**src/rtl/bpi_cmd_seq_if.sv**
```systemverilog
// Purpose : bundles the command-FIFO, flash-interface and readback signals of bpi_cmd_seq.
// Latency : none; this is wiring only.
// Backpressure: none here; the FIFO empty flag and interface busy flag stall the sequencer.
// Ports (master = sequencer side):
//   cmd_data/cmd_empty in, cmd_re out         : FWFT command FIFO
//   execute/read/write/addr/wr_data out       : request to the BPI interface FSM
//   if_busy/if_load/if_rd_data in             : interface status and read data
//   rbk_data/rbk_we out                       : readback FIFO write port
//   seq_busy/err out                          : sequencer status
interface bpi_cmd_seq_if;
  logic [15:0] cmd_data;
  logic        cmd_empty;
  logic        cmd_re;
  logic        execute;
  logic        read;
  logic        write;
  logic [22:0] addr;
  logic [15:0] wr_data;
  logic        if_busy;
  logic        if_load;
  logic [15:0] if_rd_data;
  logic [15:0] rbk_data;
  logic        rbk_we;
  logic        seq_busy;
  logic        err;

  modport master (
    input  cmd_data, cmd_empty, if_busy, if_load, if_rd_data,
    output cmd_re, execute, read, write, addr, wr_data, rbk_data, rbk_we, seq_busy, err
  );

  modport slave (
    output cmd_data, cmd_empty, if_busy, if_load, if_rd_data,
    input  cmd_re, execute, read, write, addr, wr_data, rbk_data, rbk_we, seq_busy, err
  );
endinterface

```
**src/rtl/bpi_cmd_seq.sv**
```systemverilog
// Purpose : decodes command words from a FWFT FIFO into BPI flash read/write transfers.
// Latency : FETCH->DECODE->ISSUE, so EXECUTE rises 3 cycles after a word is seen; readback 1 cycle after IF_LOAD.
// Backpressure: stalls in IDLE/GET_ARG while the FIFO is empty and in WAIT_DONE while IF_BUSY=1.
// Ports: clk, rst (async, active-high); bus = bpi_cmd_seq_if.master (see interface header).
// Option: define BPI_CMD_TIMEOUT_EN to abort a transfer whose IF_BUSY stays high for 255 WAIT_DONE cycles.
module bpi_cmd_seq (
  input  logic          clk,
  input  logic          rst,
  bpi_cmd_seq_if.master bus
);
  typedef enum logic [2:0] {IDLE, FETCH, DECODE, GET_ARG, ISSUE, ARM, WAIT_DONE, NEXT} state_t;

  localparam logic [3:0] OP_NOP    = 4'd0;
  localparam logic [3:0] OP_LOAD   = 4'd1;
  localparam logic [3:0] OP_READN  = 4'd2;
  localparam logic [3:0] OP_WRITE  = 4'd3;
  localparam logic [3:0] OP_UNLOCK = 4'd4;
  localparam logic [3:0] OP_ERASE  = 4'd5;
  localparam logic [3:0] OP_RDARR  = 4'd6;

  state_t      state_q, state_d;
  logic [15:0] cmd_q, cmd_d;
  logic        arg_idx_q, arg_idx_d;     // 0: expecting high address word, 1: low word
  logic [6:0]  addr_hi_q, addr_hi_d;     // staged so ADDR changes only when both words are in
  logic        second_q, second_d;       // 0x00D0 confirm write still owed
  logic [11:0] cnt_q, cnt_d;             // remaining reads after the current one
  logic [22:0] addr_q, addr_d;
  logic [15:0] wr_data_q, wr_data_d;
  logic [15:0] rbk_data_q, rbk_data_d;
  logic        read_q, read_d, write_q, write_d;
  logic        execute_q, execute_d, cmd_re_q, cmd_re_d;
  logic        rbk_we_q, rbk_we_d, seq_busy_q, seq_busy_d, err_q, err_d;
`ifdef BPI_CMD_TIMEOUT_EN
  logic [7:0]  to_cnt_q, to_cnt_d;
`endif

  logic [3:0] op;
  assign op = cmd_q[3:0];

  always_comb begin
    state_d    = state_q;
    cmd_d      = cmd_q;
    arg_idx_d  = arg_idx_q;
    addr_hi_d  = addr_hi_q;
    second_d   = second_q;
    cnt_d      = cnt_q;
    addr_d     = addr_q;
    wr_data_d  = wr_data_q;
    read_d     = read_q;
    write_d    = write_q;
    execute_d  = 1'b0;
    cmd_re_d   = 1'b0;
    err_d      = 1'b0;
    rbk_we_d   = bus.if_load;
    rbk_data_d = bus.if_load ? bus.if_rd_data : rbk_data_q;
`ifdef BPI_CMD_TIMEOUT_EN
    to_cnt_d   = to_cnt_q;
`endif

    // cmd_re is registered, so the FIFO pops one cycle after the word is taken;
    // while cmd_re_q is high the FIFO head is stale and must not be consumed again.
    case (state_q)
      IDLE: begin
        if (!bus.cmd_empty && !cmd_re_q) begin
          cmd_re_d = 1'b1;
          state_d  = FETCH;
        end
      end
      FETCH: begin
        cmd_d   = bus.cmd_data;
        state_d = DECODE;
      end
      DECODE: begin
        case (op)
          OP_NOP:   state_d = IDLE;
          OP_LOAD, OP_WRITE: begin
            arg_idx_d = 1'b0;
            state_d   = GET_ARG;
          end
          OP_READN: begin
            cnt_d     = cmd_q[15:4];
            read_d    = 1'b1;
            execute_d = 1'b1;
            state_d   = ISSUE;
          end
          OP_UNLOCK, OP_ERASE, OP_RDARR: begin
            wr_data_d = (op == OP_UNLOCK) ? 16'h0060 : (op == OP_ERASE) ? 16'h0020 : 16'h00FF;
            second_d  = (op != OP_RDARR);
            write_d   = 1'b1;
            execute_d = 1'b1;
            state_d   = ISSUE;
          end
          default: begin
            err_d   = 1'b1;
            state_d = IDLE;
          end
        endcase
      end
      GET_ARG: begin
        if (!bus.cmd_empty && !cmd_re_q) begin
          cmd_re_d = 1'b1;
          if (op == OP_WRITE) begin
            wr_data_d = bus.cmd_data;
            second_d  = 1'b0;
            write_d   = 1'b1;
            execute_d = 1'b1;
            state_d   = ISSUE;
          end else if (!arg_idx_q) begin
            addr_hi_d = bus.cmd_data[6:0];
            arg_idx_d = 1'b1;
          end else begin
            addr_d  = {addr_hi_q, bus.cmd_data};
            state_d = IDLE;
          end
        end
      end
      ISSUE: state_d = ARM;
      ARM: begin
`ifdef BPI_CMD_TIMEOUT_EN
        to_cnt_d = 8'd0;
`endif
        state_d = WAIT_DONE;
      end
      WAIT_DONE: begin
        if (!bus.if_busy) begin
          read_d  = 1'b0;
          write_d = 1'b0;
          state_d = NEXT;
        end
`ifdef BPI_CMD_TIMEOUT_EN
        else if (to_cnt_q == 8'd254) begin
          // 255th busy cycle: give up on the whole command
          err_d   = 1'b1;
          read_d  = 1'b0;
          write_d = 1'b0;
          state_d = IDLE;
        end else begin
          to_cnt_d = to_cnt_q + 8'd1;
        end
`endif
      end
      NEXT: begin
        if (op == OP_READN) begin
          addr_d = addr_q + 23'd1;   // wraps naturally at 23 bits
          if (cnt_q == 12'd0) begin
            state_d = IDLE;
          end else begin
            cnt_d     = cnt_q - 12'd1;
            read_d    = 1'b1;
            execute_d = 1'b1;
            state_d   = ISSUE;
          end
        end else if (second_q) begin
          second_d  = 1'b0;
          wr_data_d = 16'h00D0;
          write_d   = 1'b1;
          execute_d = 1'b1;
          state_d   = ISSUE;
        end else begin
          state_d = IDLE;
        end
      end
      default: state_d = IDLE;
    endcase

    seq_busy_d = (state_d != IDLE);
  end

  always_ff @(posedge clk or posedge rst) begin
    if (rst) begin
      state_q    <= IDLE;
      cmd_q      <= '0;
      arg_idx_q  <= 1'b0;
      addr_hi_q  <= '0;
      second_q   <= 1'b0;
      cnt_q      <= '0;
      addr_q     <= '0;
      wr_data_q  <= '0;
      rbk_data_q <= '0;
      read_q     <= 1'b0;
      write_q    <= 1'b0;
      execute_q  <= 1'b0;
      cmd_re_q   <= 1'b0;
      rbk_we_q   <= 1'b0;
      seq_busy_q <= 1'b0;
      err_q      <= 1'b0;
`ifdef BPI_CMD_TIMEOUT_EN
      to_cnt_q   <= '0;
`endif
    end else begin
      state_q    <= state_d;
      cmd_q      <= cmd_d;
      arg_idx_q  <= arg_idx_d;
      addr_hi_q  <= addr_hi_d;
      second_q   <= second_d;
      cnt_q      <= cnt_d;
      addr_q     <= addr_d;
      wr_data_q  <= wr_data_d;
      rbk_data_q <= rbk_data_d;
      read_q     <= read_d;
      write_q    <= write_d;
      execute_q  <= execute_d;
      cmd_re_q   <= cmd_re_d;
      rbk_we_q   <= rbk_we_d;
      seq_busy_q <= seq_busy_d;
      err_q      <= err_d;
`ifdef BPI_CMD_TIMEOUT_EN
      to_cnt_q   <= to_cnt_d;
`endif
    end
  end

  assign bus.cmd_re   = cmd_re_q;
  assign bus.execute  = execute_q;
  assign bus.read     = read_q;
  assign bus.write    = write_q;
  assign bus.addr     = addr_q;
  assign bus.wr_data  = wr_data_q;
  assign bus.rbk_data = rbk_data_q;
  assign bus.rbk_we   = rbk_we_q;
  assign bus.seq_busy = seq_busy_q;
  assign bus.err      = err_q;
endmodule
```
**src/flat_wrapper.sv**
```systemverilog
// flat-port wrapper written by rule: the top's interface ports become plain ports
module bpi_cmd_seq_flat 
  (clk, rst, bus_cmd_data, bus_cmd_empty, bus_if_busy, bus_if_load, bus_if_rd_data, bus_cmd_re, bus_execute, bus_read, bus_write, bus_addr, bus_wr_data, bus_rbk_data, bus_rbk_we, bus_seq_busy, bus_err);
  bpi_cmd_seq_if bus_i ();
  input  logic clk;
  input  logic rst;
  input wire logic [$bits(bus_i.cmd_data)-1:0] bus_cmd_data;
  input wire logic [$bits(bus_i.cmd_empty)-1:0] bus_cmd_empty;
  input wire logic [$bits(bus_i.if_busy)-1:0] bus_if_busy;
  input wire logic [$bits(bus_i.if_load)-1:0] bus_if_load;
  input wire logic [$bits(bus_i.if_rd_data)-1:0] bus_if_rd_data;
  output wire logic [$bits(bus_i.cmd_re)-1:0] bus_cmd_re;
  output wire logic [$bits(bus_i.execute)-1:0] bus_execute;
  output wire logic [$bits(bus_i.read)-1:0] bus_read;
  output wire logic [$bits(bus_i.write)-1:0] bus_write;
  output wire logic [$bits(bus_i.addr)-1:0] bus_addr;
  output wire logic [$bits(bus_i.wr_data)-1:0] bus_wr_data;
  output wire logic [$bits(bus_i.rbk_data)-1:0] bus_rbk_data;
  output wire logic [$bits(bus_i.rbk_we)-1:0] bus_rbk_we;
  output wire logic [$bits(bus_i.seq_busy)-1:0] bus_seq_busy;
  output wire logic [$bits(bus_i.err)-1:0] bus_err;
  assign bus_i.cmd_data = bus_cmd_data;
  assign bus_i.cmd_empty = bus_cmd_empty;
  assign bus_i.if_busy = bus_if_busy;
  assign bus_i.if_load = bus_if_load;
  assign bus_i.if_rd_data = bus_if_rd_data;
  assign bus_cmd_re = bus_i.cmd_re;
  assign bus_execute = bus_i.execute;
  assign bus_read = bus_i.read;
  assign bus_write = bus_i.write;
  assign bus_addr = bus_i.addr;
  assign bus_wr_data = bus_i.wr_data;
  assign bus_rbk_data = bus_i.rbk_data;
  assign bus_rbk_we = bus_i.rbk_we;
  assign bus_seq_busy = bus_i.seq_busy;
  assign bus_err = bus_i.err;
  bpi_cmd_seq u_core (.clk(clk), .rst(rst), .bus(bus_i));
endmodule
```
**config.mk**
```make
export PLATFORM = sky130hd
export DESIGN_NAME = bpi_cmd_seq_flat
export DESIGN_NICKNAME = d
export VERILOG_FILES = /design/src/rtl/bpi_cmd_seq_if.sv /design/src/rtl/bpi_cmd_seq.sv /design/src/flat_wrapper.sv
export SDC_FILE = /design/constraint.sdc
export NUM_CORES = 1
export LEC_CHECK = 0
export ABC_CLOCK_PERIOD_IN_PS = 5800
export CORE_MARGIN = 2
export CORE_UTILIZATION = 50
export CTS_CLUSTER_DIAMETER = 120
export DETAILED_ROUTE_END_ITERATION = 6
export HOLD_SLACK_MARGIN = 0.1
export PLACE_DENSITY = 0.76
export SLEW_MARGIN = 20
export SYNTH_ARGS = -nofsm -noshare
export SYNTH_HDL_FRONTEND = slang
export SYNTH_SLANG_ARGS = --single-unit
```
**constraint.sdc**
```tcl
create_clock -name clk -period 5.8 [get_ports clk]
set_input_delay 1.45 -clock clk [delete_from_list [all_inputs] [get_ports clk]]
set_output_delay 1.45 -clock clk [all_outputs]
set_load 0.05 [all_outputs]
```
* After elaboration in Yosys (flattened, before gate mapping)
Index checks and enable logic that the tools add are counted. W data, S select, Z words.
Storage, ports and cells: output and inout port bits 62, word-level logic and storage cells 130, flip-flop bits (word level) 102, bits of input ports 37
Cells by class: mux-type cells 58, equality and inequality tests 26, reductions and logical operators 26, add/subtract/negate cells 2, bitwise logic cells 2
Operators with widths (number):
- $mux W16 | 6
- $mux W23 | 4
- $pmux W16 S3 | 1
- $pmux W23 S2 | 1
- $mux W12 | 3
- $mux W1 | 26
- $mux W3 | 8
- $pmux W12 S2 | 1
- $pmux W3 S8 | 1
- $add A23 B1 Y23 const B | 1
- $ne A2 B1 Y1 const B | 8
- $reduce_and A5 Y1 | 3
- $eq A3 B3 Y1 const B | 4
- $eq A4 B3 Y1 const B | 3
- $logic_not A12 Y1 | 1
- $reduce_and A4 Y1 | 3
- $sub A12 B1 Y12 const B | 1
- $pmux W1 S3 | 3
- $reduce_bool A3 Y1 | 3
- $eq A4 B2 Y1 const B | 2
- $mux W8 | 1
- $ne A2 B2 Y1 const B | 4
- $reduce_and A7 Y1 | 1
- $reduce_or A7 Y1 | 1
- other kinds (18) | 24

* Logic depth before layout (Yosys ltp)
depth in word-level cells 5, mapped depth 8

* Worst setup path before layout
No wires, ideal clock.
path type input-to-reg, from input port bus_cmd_empty, to register u_core.addr_hi_q[0], library setup time 0.128 ns, required time 5.672 ns, cell stages on the path 5, setup slack 3.043 ns, arrival 2.630 ns, cells stage by stage nor2_1 > nand2_1 > or3_1 > clkbuf_1 > mux2_1
On the way: cells in the longest elaborated chain, start to end 3
RTL lines:
- start: declaration | line flat_wrapper.sv:8 | input wire logic [$bits(bus_i.cmd_empty)-1:0] bus_cmd_empty;
- $logic_not A1 Y1 | line bpi_cmd_seq.sv:100 | if (!bus.cmd_empty && !cmd_re_q) begin
- $logic_and A1 B1 Y1 | line bpi_cmd_seq.sv:100
- $reduce_and A4 Y1 (no line)
- end signal: assignment | line bpi_cmd_seq.sv:194 | addr_hi_q <= addr_hi_d;
- end: declaration | line bpi_cmd_seq.sv:24 | logic [6:0] addr_hi_q, addr_hi_d;
Every way passes these cells. A chain may end at the register's enable or synchronous reset.

* Final worst setup path
from register u_core.addr_q[2] (netlist: u_core.bus.addr[2]), to output port bus_addr[2]
RTL lines:
- start: declaration | line bpi_cmd_seq.sv:27 | logic [22:0] addr_q, addr_d;
- start signal: assignment | line bpi_cmd_seq.sv:197 | addr_q <= addr_d;
- end: declaration | line flat_wrapper.sv:16 | output wire logic [$bits(bus_i.addr)-1:0] bus_addr;
No word-level cell between the ends.

==> impl_metrics.env <==
export IMPL_fin_cells=710
export IMPL_synth_area_per_cell_um2=10.21
export IMPL_grt_usage_pct=23.71
export IMPL_netlist_area_um2=4971
export IMPL_fin_setup_tns_ns=0
export IMPL_relSlewSlack_pct=30.93
export IMPL_busiest_layer="met2"
export IMPL_hold_path_class="reg2reg"
export IMPL_status="completed"
export IMPL_use_met3_pct=4.909
export IMPL_p_leak_nw=2.562
export IMPL_critPathSlowestCell="clkdlybuf4s50_1"
export IMPL_async_flop_share_pct=100.0
export IMPL_grt_util_met1_pct=34.15
export IMPL_drt_first_iter_violations=194
export IMPL_power_density_nw_per_um2=564.6
export IMPL_final_max_slew_viol_count=0
export IMPL_post_cts_resized=0
export IMPL_critical_path_class="reg2out"
export IMPL_seq_area_frac_synth_pct=51.35
export IMPL_power_total_w=0.003512
export IMPL_cts_hold_buf=0
export IMPL_antenna_found_initial=0
export IMPL_gr_total_overflow=0
export IMPL_rows=36
export IMPL_critPathBufInv=1
export IMPL_htreeDepth=3
export IMPL_cp_slowest_stage_delay_ns=0.85
export IMPL_irDropWorstVdd_uv=370.7
export IMPL_syn_instance_count=487
export IMPL_ant_nets=0
export IMPL_coreArea_um2=9729
export IMPL_path_cells="clkdlybuf4s50_1"
export IMPL_worstSetupStartpointType="flop"
export IMPL_diodes=0
export IMPL_synth_fp_nets=526
export IMPL_clockBufferDepth=2
export IMPL_fillerInstances=834
export IMPL_fp_dieArea_um2=10760
export IMPL_root_buffer="clkbuf_8"
export IMPL_whs_ns=0.4827
export IMPL_tritoncts="built"
export IMPL_cts_made_buffers=9
export IMPL_start_util_pct=51.09
export IMPL_synth_edf_count=0
export IMPL_setup_viol=0
export IMPL_routed_wirelength_um=12660
export IMPL_post_cts_buffers=0
export IMPL_final_hold_viol_count=0
export IMPL_skew_ns=0.006643
export IMPL_fin_crit_ns=3.161
export IMPL_cp_max_fo=8
export IMPL_synth_flop_cell="dfrtp_1"
export IMPL_vias=4158
export IMPL_grt_pass1_vias=4067
export IMPL_clk_pin_slew_ns=0.10
export IMPL_die_w_um=103.7
export IMPL_drtPass1Iterations=4
export IMPL_dieHeight_um=103.7
export IMPL_cpLargestDelayFamily="buffers and inverters"
export IMPL_areaGrowthSynthToFinish_pct=25.14
export IMPL_synth_seq_cells=102
export IMPL_io_buffer_count=98
export IMPL_max_cap_violations=0
export IMPL_drive_above_1_share_pct=12.48
export IMPL_dpl_hpwl_um=8746
export IMPL_grt_util_met2_pct=36.19
export IMPL_cts_sinks=102
export IMPL_clk_latency_ns=0.37
export IMPL_rrSetupSlack_ns=2.83
export IMPL_tightestPinTransition_ns=1.036
export IMPL_drt_wirelength_per_cell_um=17.83
export IMPL_fin_nets=611
export IMPL_cp_required_ns=4.35
export IMPL_io_pin_count=99
export IMPL_place_inst=693
export IMPL_fmax_mhz=316.4
export IMPL_grt_pass1_wl_um=20530
export IMPL_rsz0062_at_grt="false"
export IMPL_drcViolationCount=0
export IMPL_end_kind="primary output"
export IMPL_via_per_inst=5.856
export IMPL_fin_crit_sh_pct=54.50
export IMPL_post_route_util_pct=63.94
export IMPL_cp_arrival_ns=1.71
export IMPL_routabilityCongestion=0.8864
export IMPL_grt_max_degree=77
export IMPL_yosysWarnings=0
export IMPL_ys_types=57
## state kept, by name, summed over array words and instances, names as in the netlist
register,flops
u_core.addr_hi_q,7
u_core.arg_idx_q,1
u_core.bus.addr,23
u_core.bus.cmd_re,1
u_core.bus.err,1
u_core.bus.execute,1
u_core.bus.rbk_data,16
u_core.bus.rbk_we,1
u_core.bus.read,1
u_core.bus.seq_busy,1
u_core.bus.wr_data,16
u_core.bus.write,1
u_core.cmd_q,16
u_core.cnt_q,12
u_core.second_q,1
u_core.state_q,3
## kinds of logic (layout without fill, tap and decap cells)
kind of cell	after synthesis	after routing	share of synthesized area (%)
compound gates	158	158	20.16
simple gates	147	147	15.23
flops	102	102	51.35
mux	38	38	8.608
buf+inv	38	128	3.801
fa+ha+maj	2	2	0.5033
xor+xnor	2	2	0.3524
## layer usage
layer | share of wire, % | routed length [um]
met1 | 46 | 5772
met2 | 47 | 5916
met3 | 6.0 | 763
met4 | 1.6 | 206
met5 | 0 | 0
## worst paths after layout
check,start,to,depth (start not counted)
max,u_core.bus.addr[2],bus_addr[2],1
min,u_core.bus.read,u_core.bus.read,2
max reg2reg,u_core.state_q[0],u_core.bus.addr[0],5
min reg2reg,u_core.bus.read,u_core.bus.read,2
max in group asynchronous,rst,u_core.bus.addr[21],3
min in group asynchronous,rst,u_core.bus.rbk_data[14],2
## cell type report
class,count,area (um^2),area share [%]
clock inverters,5,57.56,0.9252
inverters,8,32.53,0.5229
repair buffers,104,1030,16.55
clock buffers,11,151.4,2.434
well taps,133,166.4,2.675
flip-flops and latches,102,2552,41.03
multi-input cells,347,2231,35.86
## cells in the final DEF (no fill, tap or decap), types with 9 or more instances in the layout
master,netlist,layout
o21ai_1,18,18
clkbuf_8,0,11
o21ai_0,28,28
a21oi_1,43,43
nand3_1,15,15
a22o_1,9,9
mux2_2,32,32
nor2_1,31,31
o22ai_1,16,16
a2bb2oi_1,14,14
clkdlybuf4s50_1,0,98
nand2_1,49,49
dfrtp_1,102,102
## through the flow
| stage | worst slack (ns) | instance area [um^2] |
|---|---|---|
| floorplan | 1.675 | 4971 |
| global placement | 2.400 | 6001 |
| detailed placement | 2.403 | 6001 |
| CTS | 2.623 | 6210 |
| global route | 2.592 | 6221 |
| finish | 2.639 | 6221 |
## Yosys cell counts, types with 2 or more instances
cell	count	area [um^2]
mux2_2	32	360.4
and2_1	3	18.77
nor2_1	31	116.4
and3_1	7	43.79
or3_1	6	37.54
nand2b_1	3	18.77
a2bb2oi_1	14	122.6
buf_2	7	35.03
nand4_1	4	25.02
a22oi_1	5	37.54
or2_2	3	18.77
clkbuf_1	16	60.06
o22a_1	6	52.55
nand3_1	15	75.07
o21a_1	2	15.01
buf_1	2	7.510
a22o_1	9	78.83
ha_1	2	25.02
nor3_1	7	35.03
o21ai_1	18	90.09
mux2_1	6	67.56
o21ai_0	28	140.1
a31oi_1	6	37.54
a21oi_1	43	215.2
a211oi_1	2	15.01
nand2_1	49	183.9
inv_1	8	30.03
dfrtp_1	102	2552
buf_6	5	56.30
o211ai_1	2	15.01
o22ai_1	16	100.1
nor3b_1	3	22.52
## where the power goes
part           internal (W)  switching [W]  total (W)
combinational      0.000674        0.00106    0.00173
clock              0.000223       0.000253   0.000476
sequential         0.000987       0.000319    0.00131
total               0.00188        0.00163    0.00351
Note: power is estimated with default switching activity, not from simulation.
